### src/rtl/alu_pipe_if.sv
// -----------------------------------------------------------------------------
// alu_pipe_if -- request/result bundle for alu_pipe.
//
// Request side : in_valid/in_ready handshake, operands a/b, mode, opsel.
// Result side  : out_valid/out_ready handshake, result, carry, err.
// Optional     : zero, neg, ovf status flags exist only when the macro
//                ALU_PIPE_STATUS_FLAGS_EN is defined.
//
// Modports
//   master : the requester/consumer (drives operands and out_ready).
//   slave  : the ALU itself (drives in_ready and the registered outputs).
// -----------------------------------------------------------------------------
interface alu_pipe_if #(
  parameter int WIDTH = 8
);
  logic             in_valid;
  logic             in_ready;
  logic [WIDTH-1:0] a;
  logic [WIDTH-1:0] b;
  logic             mode;
  logic [2:0]       opsel;
  logic             out_valid;
  logic             out_ready;
  logic [WIDTH-1:0] result;
  logic             carry;
  logic             err;
`ifdef ALU_PIPE_STATUS_FLAGS_EN
  logic             zero;
  logic             neg;
  logic             ovf;
`endif

  modport master (
    output in_valid, a, b, mode, opsel, out_ready,
    input  in_ready, out_valid, result, carry, err
`ifdef ALU_PIPE_STATUS_FLAGS_EN
    , input zero, neg, ovf
`endif
  );

  modport slave (
    input  in_valid, a, b, mode, opsel, out_ready,
    output in_ready, out_valid, result, carry, err
`ifdef ALU_PIPE_STATUS_FLAGS_EN
    , output zero, neg, ovf
`endif
  );
endinterface

### src/rtl/alu_pipe.sv
// -----------------------------------------------------------------------------
// alu_pipe -- single-stage registered ALU with valid/ready on both sides.
//
// An accepted request ({mode,opsel}, a, b) produces result/err one clock
// later with out_valid set. The output register stalls while the consumer
// withholds out_ready; in_ready = !out_valid || out_ready, so a consume and
// a new accept can happen in the same cycle (one op per cycle).
//
// A carry flag C is kept across operations: arithmetic codes load it with
// the carry-out, shift-left loads it with the shifted-out bit, all other
// codes leave it alone. Subtract-with-borrow (0001) consumes the old C,
// which lets consecutive ops chain for multi-word subtraction.
//
// Ports
//   clk   : clock, rising edge.
//   rst_n : asynchronous active-low reset; clears out_valid/result/err/C.
//   bus   : alu_pipe_if.slave (see interface file for the signal list).
//
// Configuration
//   ALU_PIPE_STATUS_FLAGS_EN : adds registered zero/neg/ovf outputs.
// -----------------------------------------------------------------------------
module alu_pipe #(
  parameter int WIDTH = 8
) (
  input  logic       clk,
  input  logic       rst_n,
  alu_pipe_if.slave  bus
);

  typedef enum logic [3:0] {
    OP_ADD  = 4'b0000,
    OP_SBC  = 4'b0001,
    OP_MOV  = 4'b0010,
    OP_SUB  = 4'b0011,
    OP_INC  = 4'b0100,
    OP_DEC  = 4'b0101,
    OP_ADD1 = 4'b0110,
    OP_AND  = 4'b1000,
    OP_OR   = 4'b1001,
    OP_XOR  = 4'b1010,
    OP_NOT  = 4'b1011,
    OP_SHL  = 4'b1101
  } op_e;

  // Registered state
  logic             out_valid_q, out_valid_d;
  logic [WIDTH-1:0] result_q,    result_d;
  logic             err_q,       err_d;
  logic             carry_q,     carry_d;

  // Datapath
  logic [3:0]       code;
  logic             accept;
  logic             arith;
  logic [WIDTH-1:0] op2;
  logic             cin;
  logic [WIDTH:0]   sum;
  logic [WIDTH-1:0] alu_res;
  logic             alu_err;
  logic             c_upd;
  logic             c_new;

  assign code   = {bus.mode, bus.opsel};
  assign accept = bus.in_valid && bus.in_ready;

  // Every arithmetic code is one adder pass A + op2 + cin at WIDTH+1 bits:
  // subtraction feeds ~B, decrement adds all-ones (so C=1 means no borrow,
  // as for the other subtractions).
  always_comb begin
    // NOTE: every signal written here gets a default first so no path leaves
    // it unassigned -- otherwise synthesis infers a latch.
    arith   = 1'b0;
    op2     = '0;
    cin     = 1'b0;
    alu_res = '0;
    alu_err = 1'b0;
    c_upd   = 1'b0;
    c_new   = carry_q;

    case (code)
      OP_ADD:  begin arith = 1'b1; op2 = bus.b;                 end
      OP_SBC:  begin arith = 1'b1; op2 = ~bus.b; cin = carry_q; end
      OP_SUB:  begin arith = 1'b1; op2 = ~bus.b; cin = 1'b1;    end
      OP_INC:  begin arith = 1'b1;               cin = 1'b1;    end
      OP_DEC:  begin arith = 1'b1; op2 = '1;                    end
      OP_ADD1: begin arith = 1'b1; op2 = bus.b;  cin = 1'b1;    end
      OP_MOV:  alu_res = bus.a;
      OP_AND:  alu_res = bus.a & bus.b;
      OP_OR:   alu_res = bus.a | bus.b;
      OP_XOR:  alu_res = bus.a ^ bus.b;
      OP_NOT:  alu_res = ~bus.a;
      OP_SHL:  begin
        alu_res = {bus.a[WIDTH-2:0], 1'b0};
        c_upd   = 1'b1;
        c_new   = bus.a[WIDTH-1];
      end
      default: alu_err = 1'b1;
    endcase

    sum = {1'b0, bus.a} + {1'b0, op2} + {{WIDTH{1'b0}}, cin};
    if (arith) begin
      alu_res = sum[WIDTH-1:0];
      c_upd   = 1'b1;
      c_new   = sum[WIDTH];
    end
  end

  // Output register: load on accept, drop valid on a bare consume, else hold.
  always_comb begin
    out_valid_d = accept || (out_valid_q && !bus.out_ready);
    result_d    = accept ? alu_res : result_q;
    err_d       = accept ? alu_err : err_q;
    carry_d     = (accept && c_upd) ? c_new : carry_q;
  end

  // NOTE: sequential state uses non-blocking assignments so every flop samples
  // the pre-edge values, independent of statement order.
  always_ff @(posedge clk or negedge rst_n) begin
    if (!rst_n) begin
      out_valid_q <= 1'b0;
      result_q    <= '0;
      err_q       <= 1'b0;
      carry_q     <= 1'b0;
    end else begin
      out_valid_q <= out_valid_d;
      result_q    <= result_d;
      err_q       <= err_d;
      carry_q     <= carry_d;
    end
  end

  assign bus.in_ready  = !out_valid_q || bus.out_ready;
  assign bus.out_valid = out_valid_q;
  assign bus.result    = result_q;
  assign bus.err       = err_q;
  assign bus.carry     = carry_q;

`ifdef ALU_PIPE_STATUS_FLAGS_EN
  logic zero_q, zero_d;
  logic neg_q,  neg_d;
  logic ovf_q,  ovf_d;
  logic ovf_new;

  // Signed overflow: both adder inputs share a sign and the sum's sign differs.
  assign ovf_new = arith && (bus.a[WIDTH-1] == op2[WIDTH-1])
                         && (sum[WIDTH-1] != bus.a[WIDTH-1]);

  always_comb begin
    zero_d = accept ? (alu_res == '0)      : zero_q;
    neg_d  = accept ? alu_res[WIDTH-1]     : neg_q;
    ovf_d  = accept ? ovf_new              : ovf_q;
  end

  always_ff @(posedge clk or negedge rst_n) begin
    if (!rst_n) begin
      zero_q <= 1'b0;
      neg_q  <= 1'b0;
      ovf_q  <= 1'b0;
    end else begin
      zero_q <= zero_d;
      neg_q  <= neg_d;
      ovf_q  <= ovf_d;
    end
  end

  assign bus.zero = zero_q;
  assign bus.neg  = neg_q;
  assign bus.ovf  = ovf_q;
`else
  // Status flags disabled: no zero/neg/ovf state or ports.
`endif

endmodule

### src/flat_wrapper.sv
// flat-port wrapper written by rule: the top's interface ports become plain ports
module alu_pipe_flat 
#(
  parameter int WIDTH = 8
)
  (clk, rst_n, bus_in_valid, bus_a, bus_b, bus_mode, bus_opsel, bus_out_ready, bus_in_ready, bus_out_valid, bus_result, bus_carry, bus_err);
  alu_pipe_if #(.WIDTH(WIDTH)) bus_i ();
  input  logic clk;
  input  logic rst_n;
  input wire logic [$bits(bus_i.in_valid)-1:0] bus_in_valid;
  input wire logic [$bits(bus_i.a)-1:0] bus_a;
  input wire logic [$bits(bus_i.b)-1:0] bus_b;
  input wire logic [$bits(bus_i.mode)-1:0] bus_mode;
  input wire logic [$bits(bus_i.opsel)-1:0] bus_opsel;
  input wire logic [$bits(bus_i.out_ready)-1:0] bus_out_ready;
  output wire logic [$bits(bus_i.in_ready)-1:0] bus_in_ready;
  output wire logic [$bits(bus_i.out_valid)-1:0] bus_out_valid;
  output wire logic [$bits(bus_i.result)-1:0] bus_result;
  output wire logic [$bits(bus_i.carry)-1:0] bus_carry;
  output wire logic [$bits(bus_i.err)-1:0] bus_err;
  assign bus_i.in_valid = bus_in_valid;
  assign bus_i.a = bus_a;
  assign bus_i.b = bus_b;
  assign bus_i.mode = bus_mode;
  assign bus_i.opsel = bus_opsel;
  assign bus_i.out_ready = bus_out_ready;
  assign bus_in_ready = bus_i.in_ready;
  assign bus_out_valid = bus_i.out_valid;
  assign bus_result = bus_i.result;
  assign bus_carry = bus_i.carry;
  assign bus_err = bus_i.err;
  alu_pipe #(.WIDTH(WIDTH)) u_core (.clk(clk), .rst_n(rst_n), .bus(bus_i));
endmodule
### config.mk
export PLATFORM = sky130hd
export DESIGN_NAME = alu_pipe_flat
export DESIGN_NICKNAME = d
export VERILOG_FILES = /design/src/rtl/alu_pipe_if.sv /design/src/rtl/alu_pipe.sv /design/src/flat_wrapper.sv
export SDC_FILE = /design/constraint.sdc
export NUM_CORES = 1
export LEC_CHECK = 0
export ABC_AREA = 0
export BUFFER_PORTS_ARGS = -buffer_cell sky130_fd_sc_hd__buf_2
export CAP_MARGIN = 0
export CORE_MARGIN = 8
export CORE_UTILIZATION = 39
export CTS_CLUSTER_DIAMETER = 200
export DETAILED_ROUTE_END_ITERATION = 8
export GPL_TIMING_DRIVEN = 1
export HOLD_SLACK_MARGIN = 0.06
export PLACE_DENSITY_LB_ADDON = 0.2
export SLEW_MARGIN = 20
export SYNTH_ARGS = -nofsm -noshare
export SYNTH_HDL_FRONTEND = slang
export SYNTH_SLANG_ARGS = --single-unit
### constraint.sdc
create_clock -name clk -period 2.26 [get_ports clk]
set_clock_uncertainty 0.05 [all_clocks]
set_input_delay 0.226 -clock clk [delete_from_list [all_inputs] [get_ports clk]]
set_output_delay 0.226 -clock clk [all_outputs]
set_load 0.01 [all_outputs]
==> results of run 1 <==
==> through the flow <==
stage | cell area (sq um) | setup slack, ns | power (W)
4_1_cts | 2370 | -0.127 | 0.000960
3_3_place_gp | 2280 | -0.382 | 0.000727
3_5_place_dp | 2280 | -0.434 | 0.000728
2_1_floorplan | 1870 | -0.328 | 0.000530
6_report | 2430 | -0.146 | 0.000985
5_1_grt | 2430 | -0.226 | 0.00106
==> report_power, final <==
part | internal (W) | switching, W
combinational | 0.000239 | 0.000271
sequential | 0.000231 | 0.0000211
clock | 0.000125 | 0.0000971
total | 0.000595 | 0.000390
==> worst register-to-register path: stages (launching register included) <==
cell and delay, ns:
dfrtp_1 0.39, o21bai_1 0.13, a21oi_1 0.10, fa_2 0.35, inv_2 0.07, fa_2 0.21, nor2b_2 0.05, o31a_1 0.28
o21a_1 0.20, or4_1 0.39, o211ai_1 0.09
==> cell usage in the layout, fill, tap and decap left out, types with 6 or more instances in the layout <==
| cell type | netlist | layout |
|---|---|---|
| a21oi_1 | 19 | 16 |
| buf_2 | 6 | 34 |
| buf_4 | 0 | 42 |
| dfrtp_1 | 11 | 11 |
| ha_1 | 23 | 23 |
| inv_1 | 21 | 20 |
| nand2_1 | 8 | 8 |
| nand3_1 | 10 | 10 |
| nor2_1 | 22 | 21 |
| nor2b_1 | 10 | 7 |
| o211ai_1 | 6 | 6 |
| o21ai_0 | 19 | 16 |
==> state kept, by name, indices dropped and copies added (netlist names) <==
| signal | cells |
|---|---|
| u_core.bus.out_valid | 1 |
| u_core.bus.err | 1 |
| u_core.bus.result | 8 |
| u_core.bus.carry | 1 |
==> timing repair <==
| action | CTS | global route |
|---|---|---|
| resized for setup | 5 | 10 |
| hold buffers | 1 | 0 |
| pin swaps | 3 | 5 |
| endpoints found under the hold margin | 11 | 0 |
| setup buffers | 2 | 3 |
| setup endpoints to repair | 5 | 7 |
==> cells in the mapped netlist (all sizes together) (2+ instances only) <==
library cell | number | area (sq um)
inv | 21 | 78.8
nor2 | 22 | 82.6
a32oi | 2 | 17.5
a22oi | 5 | 37.5
or4 | 3 | 22.5
ha | 23 | 288
a31oi | 5 | 31.3
dfrtp | 11 | 275
o211ai | 6 | 45.0
a21o | 4 | 30.0
a211oi | 4 | 30.0
nor3 | 6 | 30.0
a221oi | 4 | 41.3
o221ai | 2 | 17.5
a21oi | 19 | 95.1
fa | 2 | 40.0
or2 | 2 | 12.5
nor2b | 10 | 62.6
buf | 7 | 41.3
nand2 | 8 | 30.0
nor4bb | 2 | 20.0
and2 | 3 | 18.8
nand3 | 10 | 50.1
o21a | 3 | 22.5
nand4b | 2 | 17.5
nand2b | 7 | 43.8
mux2i | 3 | 30.0
o22ai | 2 | 12.5
o21ai | 19 | 95.1
o21bai | 2 | 15.0
clkbuf | 7 | 26.3
a22o | 4 | 35.0
==> logic make-up after synthesis <==
group                      count (synthesis)  synth area share (%)
AOI/OAI and AO/OA                         87                  32.3
xor gates and xnor gates                   2                 0.975
muxes                                      4                  2.92
DFF                                       11                  15.3
buffers and inverters                     35                  8.15
adders and majority gates                 25                  18.2
and+or+nand+nor                           76                  22.1
==> worst max-delay path by stage <==
| stage | slack (ns) | endpoint | startpoint | cells after the start |
|---|---|---|---|---|
| after global routing | -0.23 | u_core.bus.result[6]$_DFFE_PN0P_ | u_core.bus.carry$_DFFE_PN0P_ | 10 |
| after detailed placement | -0.43 | u_core.bus.result[6]$_DFFE_PN0P_ | bus_opsel[2] | 13 |
| after CTS | -0.13 | u_core.bus.result[6]$_DFFE_PN0P_ | u_core.bus.carry$_DFFE_PN0P_ | 10 |
| after global placement | -0.38 | u_core.bus.result[7]$_DFFE_PN0P_ | bus_opsel[2] | 13 |
| after floorplan | -0.33 | u_core.bus.result[6]$_DFFE_PN0P_ | bus_opsel[0] | 13 |
| final | -0.15 | u_core.bus.result[6]$_DFFE_PN0P_ | u_core.bus.carry$_DFFE_PN0P_ | 10 |
==> cell type report <==
| type | instances | area (sq um) |
|---|---|---|
| Fill cell | 428 | 1950 |
| Multi-Input combinational cell | 194 | 1450 |
| Timing Repair Buffer | 79 | 518 |
| Sequential cell | 11 | 275 |
| Inverter | 21 | 78.8 |
| Tap cell | 52 | 65.1 |
| Clock buffer | 4 | 45.0 |
==> layer usage <==
| metal | global-route usage [%] | vias up | wire length (um) |
|---|---|---|---|
| met4 | 7.22 | 0 | 126 |
| met5 | 0 | - | 0 |
| met2 | 27.7 | 68 | 2940 |
| met1 | 23.2 | 991 | 2850 |
| li1 | - | 1025 | - |
| met3 | 3.91 | 10 | 449 |
==> results.py, run 1 <==
metrics = {
    "status": {
        "status": "complete, but fails checks",
        "violations": "setup timing",
    },
    "critical_path": {
        "cp_max_fo": 3,
        "reg2reg_slack_ns": -0.15,
        "cp_common_cell": "fa_2",
        "cpLargestDelayFamily": "compound AO/OA/AOI/OAI gates",
        "reg2reg_from": "u_core.bus.carry$_DFFE_PN0P_",
        "path_cells": "o21bai_1, a21oi_1, fa_2, inv_2, fa_2, nor2b_2, o31a_1, o21a_1, or4_1, o211ai_1",
        "cp.buffers_inverters": 1,
        "cp-end-kind": "flop",
        "crit_required_ns": 2.37,
        "cp.arrival_ns": 2.52,
        "max_stage_delay_ns": 0.39,
        "worst_setup_path_start_kind": "flop",
        "crit_type": "flop to flop",
        "cp_slowest_cell": "dfrtp_1",
        "r2r_cells": 10,
        "worstReg2RegEnd": "u_core.bus.result[6]$_DFFE_PN0P_",
    },
    "detailed_routing": {
        "postRouteAntennaNets": 0,
        "wire_per_inst_um": 17.6,
        "viasPerCell": 5.80,
        "via_count": 2094,
        "firstDrtPassIters": 4,
        "wl_mm": 6.37,
        "drcViolationCount": 0,
        "drtIter0Drc": 87,
    },
    "logic_synthesis": {
        "syn_area_sq_mm": 0.00180,
        "synth_fp_nets": 289,
        "yosys_most_used_dff": "dfrtp_1",
        "avgSynthCellArea_sq_um": 7.49,
        "ys_async_sr_fraction_pct": 100,
        "synth_edf_count": 0,
        "synthCells": 240,
        "yosysSeqAreaShare_pct": 15.3,
        "yosys_warnings": 0,
        "synth_cell_types": 44,
        "synth_seq_cells": 11,
    },
    "sta": {
        "max_slew_margin_pct": 62.9,
        "period_minus_slack_ns": 2.41,
        "rsz0062_at_grt": "true",
        "drv_slew": 0,
        "tns_ns": -0.324,
        "finalSetupViolCount": 4,
        "timing.fmax_ghz": 0.416,
        "worstMarginPinSlew_ns": 0.556,
        "setup_slack_ns": -0.146,
        "timing.hold.ws_ns": 0.160,
        "fin_crit_sh_pct": 106,
        "hold_viol": 0,
    },
    "finish": {
        "area_growth_pct": 35.5,
        "final_nets": 359,
        "drive_gt1_share_pct": 33.0,
        "antennaDiodeCount": 0,
        "finish.utilization_pct": 55.5,
        "final-instance-count-excl-fill": 361,
    },
    "place": {
        "port-buffer-count": 35,
        "placedCellCount": 351,
        "gp_congestion": 0.981,
        "dp_hpwl_mm": 4.97,
    },
    "worst_hold_path": {
        "hold_path.startpoint": "bus_in_valid",
        "hold_class": "input pin to flop",
        "min_path_cells": 2,
        "worstHoldEndpoint": "u_core.bus.out_valid$_DFF_PN0_",
    },
    "die": {
        "die_area_sq_mm": 0.00704,
        "core_sq_mm": 0.00438,
        "fp.dieH_um": 83.9,
        "dieWidth_um": 83.9,
        "fp-row-count": 24,
        "ios": 36,
        "start_util_pct": 41.0,
    },
    "clocking": {
        "clk_pin_slew_ns": 0.07,
        "root_buffer": "clkbuf_8",
        "ctsHtreeMaxLevel": 1,
        "cts_buffers": 3,
        "clock_latency_ns": 0.25,
        "tritoncts": "done",
        "clock_path_buffers": 2,
        "clock_sinks": 11,
    },
    "global_routing": {
        "grtUsageTotal_pct": 17.9,
        "grt_pass1_vias": 2023,
        "antenna_found_initial": 0,
        "grt_pass1_wl_mm": 10.4,
        "gr-total-overflow": 0,
        "grt_start_max_net_pins": 17,
    },
    "power": {
        "max-vdd-ir-drop_mv": 0.175,
        "leakage_nw": 1.19,
        "pwr_density_cell_mw_per_mm2": 404,
    },
    "flow_run": {
        "maxCapViolations": 0,
    },
}
Power figures use the tool's default switching activity.
==> inputs of run 2 (changes only) <==
--- a/config.mk
+++ b/config.mk
@@ -15,6 +15,7 @@
 export GPL_TIMING_DRIVEN = 1
 export HOLD_SLACK_MARGIN = 0.06
 export PLACE_DENSITY_LB_ADDON = 0.2
+export SETUP_SLACK_MARGIN = 0.4
 export SLEW_MARGIN = 20
 export SYNTH_ARGS = -nofsm -noshare
 export SYNTH_HDL_FRONTEND = slang
==> run 2 against run 1 <==
Compared with the run above:
- the run still ends with setup timing left
- non-clock buffer count increased by 4
- clock power decreased by 9.0%
- global-route usage decreased by 0.55 points
- sequential power about the same
- routed wire length decreased by 0.35%
- via count increased by 2.4%
- register-to-register slack about the same
- utilization increased by 3.7 points
- critical path depth unchanged
- cell area increased by 6.7%
- cell count increased by 1.1%
- critical endpoint unchanged
- highest routed layer unchanged
==> results.py, run 2 (synthesized netlist as in run 1, its figures left out) <==
metrics = {
    "critical_path": {
        "crit_type": "flop to flop",
        "r2r_cells": 10,
        "crit_required_ns": 2.36,
        "worstReg2RegEnd": "u_core.bus.result[6]$_DFFE_PN0P_",
        "reg2reg_slack_ns": -0.14,
        "reg2reg_from": "u_core.bus.carry$_DFFE_PN0P_",
        "cp.arrival_ns": 2.51,
        "worst_setup_path_start_kind": "flop",
        "cp-end-kind": "flop",
        "cp_max_fo": 3,
    },
    "flow_run": {
        "maxCapViolations": 0,
    },
    "clocking": {
        "tritoncts": "done",
        "cts_buffers": 3,
        "clock_latency_ns": 0.24,
        "ctsHtreeMaxLevel": 1,
        "clock_path_buffers": 2,
        "clock_sinks": 11,
        "root_buffer": "clkbuf_8",
        "clk_pin_slew_ns": 0.05,
    },
    "power": {
        "leakage_nw": 1.23,
        "pwr_density_cell_mw_per_mm2": 387,
        "totalPowerFinal_w": 0.00101,
        "max-vdd-ir-drop_mv": 0.184,
    },
    "sta": {
        "rsz0062_at_grt": "true",
        "finalSetupViolCount": 3,
        "setup_slack_ns": -0.144,
        "timing.hold.ws_ns": 0.173,
        "max_slew_margin_pct": 67.2,
        "hold_viol": 0,
        "drv_slew": 0,
        "worstMarginPinSlew_ns": 0.492,
        "timing.fmax_ghz": 0.416,
        "fin_crit_sh_pct": 106,
        "period_minus_slack_ns": 2.40,
    },
    "place": {
        "dp_slack_ns": -0.419,
        "dp_hpwl_mm": 4.92,
        "gp_congestion": 0.926,
        "port-buffer-count": 35,
    },
    "die": {
        "ios": 36,
        "fp.dieH_um": 83.9,
        "dieWidth_um": 83.9,
        "die_area_sq_mm": 0.00704,
        "fp-row-count": 24,
        "start_util_pct": 41.0,
        "core_sq_mm": 0.00438,
    },
    "global_routing": {
        "grt_pass1_vias": 2190,
        "antenna_found_initial": 0,
        "gr-total-overflow": 0,
        "grtUsageTotal_pct": 17.3,
        "grt_start_max_net_pins": 16,
        "grt_pass1_wl_mm": 10.3,
    },
    "finish": {
        "final_common_cell": "buf_4",
        "final_cell_mix": "buf_4, buf_2, ha_1, nor2_1, inv_1",
        "final_nets": 363,
        "antennaDiodeCount": 0,
        "largest_reg_flops": 8,
        "area_growth_pct": 44.6,
        "drive_gt1_share_pct": 39.3,
        "finish.utilization_pct": 59.3,
    },
    "status": {
        "status": "complete, but fails checks",
        "violations": "setup timing",
    },
    "worst_hold_path": {
        "min_path_cells": 2,
        "hold_class": "input pin to flop",
        "hold_path.startpoint": "bus_in_valid",
        "worstHoldEndpoint": "u_core.bus.out_valid$_DFF_PN0_",
    },
    "detailed_routing": {
        "drcViolationCount": 0,
        "via_count": 2144,
        "wl_mm": 6.34,
        "drtIter0Drc": 166,
        "postRouteAntennaNets": 0,
        "wire_per_inst_um": 17.4,
        "viasPerCell": 5.87,
        "firstDrtPassIters": 4,
    },
}
==> run 2: changes by cell type in the layout (fill, tap and decap cells not counted), moves of 3 or more <==
cell	delta
a21oi_1	-4
a21oi_2	+4
buf_6	+4
o21ai_0	-4
nand3_1	-3
nand3_2	+3
==> run 2: worst max-delay path: stages (launching register included) <==
cell	delay, ns
dfrtp_1	0.39
o21bai_1	0.16
a21oi_2	0.09
fa_2	0.36
inv_2	0.06
fa_2	0.21
nor2b_2	0.05
o31a_1	0.27
o21a_1	0.19
or4_1	0.39
o211ai_1	0.09
==> run 2: how the worst max path moves through the flow <==
stage	endpoint	slack, ns	startpoint
after global routing	u_core.bus.result[2]$_DFFE_PN0P_	-0.24	bus_opsel[1]
final	u_core.bus.result[6]$_DFFE_PN0P_	-0.14	u_core.bus.carry$_DFFE_PN0P_
after floorplan	u_core.bus.result[6]$_DFFE_PN0P_	-0.29	bus_opsel[0]
after CTS	u_core.bus.result[6]$_DFFE_PN0P_	-0.15	u_core.bus.carry$_DFFE_PN0P_
after detailed placement	u_core.bus.result[6]$_DFFE_PN0P_	-0.42	bus_opsel[2]
after global placement	u_core.bus.result[6]$_DFFE_PN0P_	-0.36	bus_opsel[2]
==> run 2: timing repair <==
| item | 4_1_cts | 5_1_grt |
|---|---|---|
| hold endpoints to repair | 11 | 0 |
| hold buffers | 1 | 0 |
| cloned | 0 | 0 |
| pin swaps | 18 | 13 |
| gates resized for setup | 19 | 25 |
| buffers inserted | 5 | 2 |
| endpoints found under the setup margin | 8 | 8 |
==> run 2: cell type report <==
| class | instances | area, sq um |
|---|---|---|
| timing repair buffer | 83 | 591 |
| multi-input combinational | 194 | 1540 |
| fill | 416 | 1790 |
| sequential | 11 | 275 |
| tap | 52 | 65.1 |
| clock buffer | 4 | 45.0 |
| inverter | 21 | 78.8 |
==> run 2: power breakdown <==
group	switching, W	leakage (nW)	internal, W
logic	0.000290	1.08	0.000264
registers	0.0000190	0.130	0.000232
clock network	0.0000774	0.0228	0.000124
==> run 2: layer usage <==
layer  up-vias  wire length, um  GRT usage (%)
li1       1030                -              -
met2        83             3020           29.1
met5         -                0              0
met4         0              153           5.81
met1      1017             2820           22.2
met3        14              346           1.86
==> run 2: metrics by stage <==
step | cells | setup TNS [ns] | instance area [sq um]
6_report | 365 | -0.292 | 2600
5_1_grt | 365 | -0.734 | 2600
4_1_cts | 363 | -0.225 | 2490
3_5_place_dp | 353 | -2.08 | 2320
3_3_place_gp | 353 | -1.93 | 2320
2_1_floorplan | 240 | -0.502 | 1900
==> inputs of run 3 (changes only) <==
==> constraint.sdc (replaced) <==
create_clock -name clk -period 2.7 [get_ports clk]
set_clock_uncertainty 0.05 [all_clocks]
set_input_delay 0.27 -clock clk [delete_from_list [all_inputs] [get_ports clk]]
set_output_delay 0.27 -clock clk [all_outputs]
set_load 0.01 [all_outputs]
==> run 3 against run 2 <==
Compared with the run above:
- the flow now finishes without violations
- setup slack gained 0.45 ns
- worst hold slack gained 0.030 ns
- die area did not move
- flip-flop and latch count stayed put
- routed wire length is 0.58% lower
- critical path type unchanged
- largest cell class unchanged
- clock power decreased by 10%
- count of clock-buffer cells in the layout is the same
- via count fell by 5.2%
==> results.py, run 3 (synthesized netlist as in run 1, its figures left out) <==
metrics = {
    "status": {
        "status": "finished, final reports clean",
    },
    "sta": {
        "finalSetupViolCount": 0,
        "fin_crit_sh_pct": 88.7,
        "drv_slew": 0,
        "hold_viol": 0,
        "max_slew_margin_pct": 50.4,
        "period_minus_slack_ns": 2.40,
        "timing.fmax_ghz": 0.417,
        "worstMarginPinSlew_ns": 0.740,
        "rsz0062_at_grt": "true",
        "timing.hold.ws_ns": 0.203,
    },
    "die": {
        "dieWidth_um": 83.9,
        "fp.dieH_um": 83.9,
        "core_sq_mm": 0.00438,
        "start_util_pct": 41.0,
        "die_area_sq_mm": 0.00704,
        "ios": 36,
        "fp-row-count": 24,
    },
    "clocking": {
        "clock_sinks": 11,
        "clock_latency_ns": 0.24,
        "tritoncts": "done",
        "cts_buffers": 3,
        "clock_path_buffers": 2,
        "root_buffer": "clkbuf_8",
        "ctsHtreeMaxLevel": 1,
        "clk_pin_slew_ns": 0.06,
    },
    "finish": {
        "final_common_cell": "buf_2",
        "multi_input_area_sq_mm": 0.00151,
        "area_growth_pct": 37.5,
        "largest_reg_flops": 8,
        "fill_cells": 420,
        "ff_latch_area_sq_um": 275,
        "antennaDiodeCount": 0,
        "final_cell_mix": "buf_2, buf_4, nor2_1, ha_1, inv_1",
        "drive_gt1_share_pct": 33.9,
        "final_nets": 348,
    },
    "global_routing": {
        "grt_start_max_net_pins": 22,
        "grt_pass1_wl_mm": 10.0,
        "grtUsageTotal_pct": 17.2,
        "antenna_found_initial": 0,
        "gr-total-overflow": 0,
        "grt_pass1_vias": 1955,
    },
    "detailed_routing": {
        "firstDrtPassIters": 4,
        "drtIter0Drc": 140,
        "via_count": 2032,
        "wl_mm": 6.31,
        "wire_per_inst_um": 18.0,
        "postRouteAntennaNets": 0,
        "drcViolationCount": 0,
        "viasPerCell": 5.81,
    },
    "critical_path": {
        "cp-end-kind": "flop",
        "cp_common_cell": "fa_2",
        "cp_max_fo": 3,
        "crit_type": "flop to flop",
        "cpLargestDelayFamily": "compound AO/OA/AOI/OAI gates",
        "cp.buffers_inverters": 1,
        "worst_setup_path_start_kind": "flop",
        "max_stage_delay_ns": 0.39,
        "cp.arrival_ns": 2.51,
        "crit_required_ns": 2.81,
        "path_cells": "o21bai_1, a21oi_1, fa_2, inv_2, fa_2, nor2b_2, o31a_1, o21a_1, or4_1, o211ai_1",
        "cp_slowest_cell": "dfrtp_1",
    },
    "place": {
        "gp_congestion": 0.941,
        "port-buffer-count": 35,
        "dp_hpwl_mm": 4.81,
    },
    "power": {
        "totalPowerFinal_w": 0.000837,
        "pwr_density_cell_mw_per_mm2": 339,
        "leakage_nw": 1.16,
        "max-vdd-ir-drop_mv": 0.134,
    },
    "worst_hold_path": {
        "hold_class": "input pin to flop",
    },
    "flow_run": {
        "maxCapViolations": 0,
    },
}
-- run 3: changes by cell type in the layout (fill, tap and decap cells not counted), sizes merged --
cell | previous run | this run
clkbuf | 4 | 5
buf | 82 | 66
-- run 3: final timing paths --
check	from	slack (ns)	depth (start not counted)	endpoint
max reg2reg	u_core.bus.carry$_DFFE_PN0P_	0.30	10	u_core.bus.result[6]$_DFFE_PN0P_
max in group asynchronous	rst_n	1.99	2	u_core.bus.result[6]$_DFFE_PN0P_
min	bus_in_valid	0.20	2	u_core.bus.out_valid$_DFF_PN0_
max	u_core.bus.carry$_DFFE_PN0P_	0.30	10	u_core.bus.result[6]$_DFFE_PN0P_
min in group asynchronous	rst_n	0.39	2	u_core.bus.result[0]$_DFFE_PN0P_
min reg2reg	u_core.bus.result[0]$_DFFE_PN0P_	0.42	2	u_core.bus.result[0]$_DFFE_PN0P_
-- run 3: metal layers --
| metal | share of wire (%) | GRT usage (%) |
|---|---|---|
| met1 | 48 | 23.2 |
| met5 | 0 | 0 |
| met3 | 4.5 | 2.73 |
| met4 | 0.76 | 4.87 |
| met2 | 47 | 27.4 |
-- run 3: area by class of cell --
| type | count | share of cell area (%) |
|---|---|---|
| Sequential cell | 11 | 11.1 |
| Tap cell | 52 | 2.63 |
| Clock buffer | 4 | 1.82 |
| Timing Repair Buffer | 68 | 20.3 |
| Multi-Input combinational cell | 194 | 60.9 |
| Inverter | 21 | 3.19 |
-- run 3: power by group --
part	switching [W]	internal, W	total [W]
clock	0.0000768	0.000104	0.000181
sequential	0.0000179	0.000194	0.000212
combinational	0.000234	0.000209	0.000444
-- run 3: timing repair --
action / in CTS / in global routing
pin swaps: 11 / 17
endpoints found under the hold margin: 11 / 0
gates resized for setup: 6 / 32
hold buffers: 1 / 0
gates cloned: 0 / 1
buffers inserted: 4 / 6
endpoints found under the setup margin: 6 / 7
-- run 3: stage by stage --
step                      setup TNS (ns)  cells  setup WS, ns  utilization (%)  area (sq um)
final                                  0    350         0.304             56.3          2470
after global routing                   0    350         0.223             56.3          2470
after CTS                              0    343         0.312             52.3          2290
after detailed placement         -0.0697    334       -0.0697             49.7          2180
after global placement                 0    334        0.0158             49.7          2180
after floorplan                        0    240        0.0679                -          1870
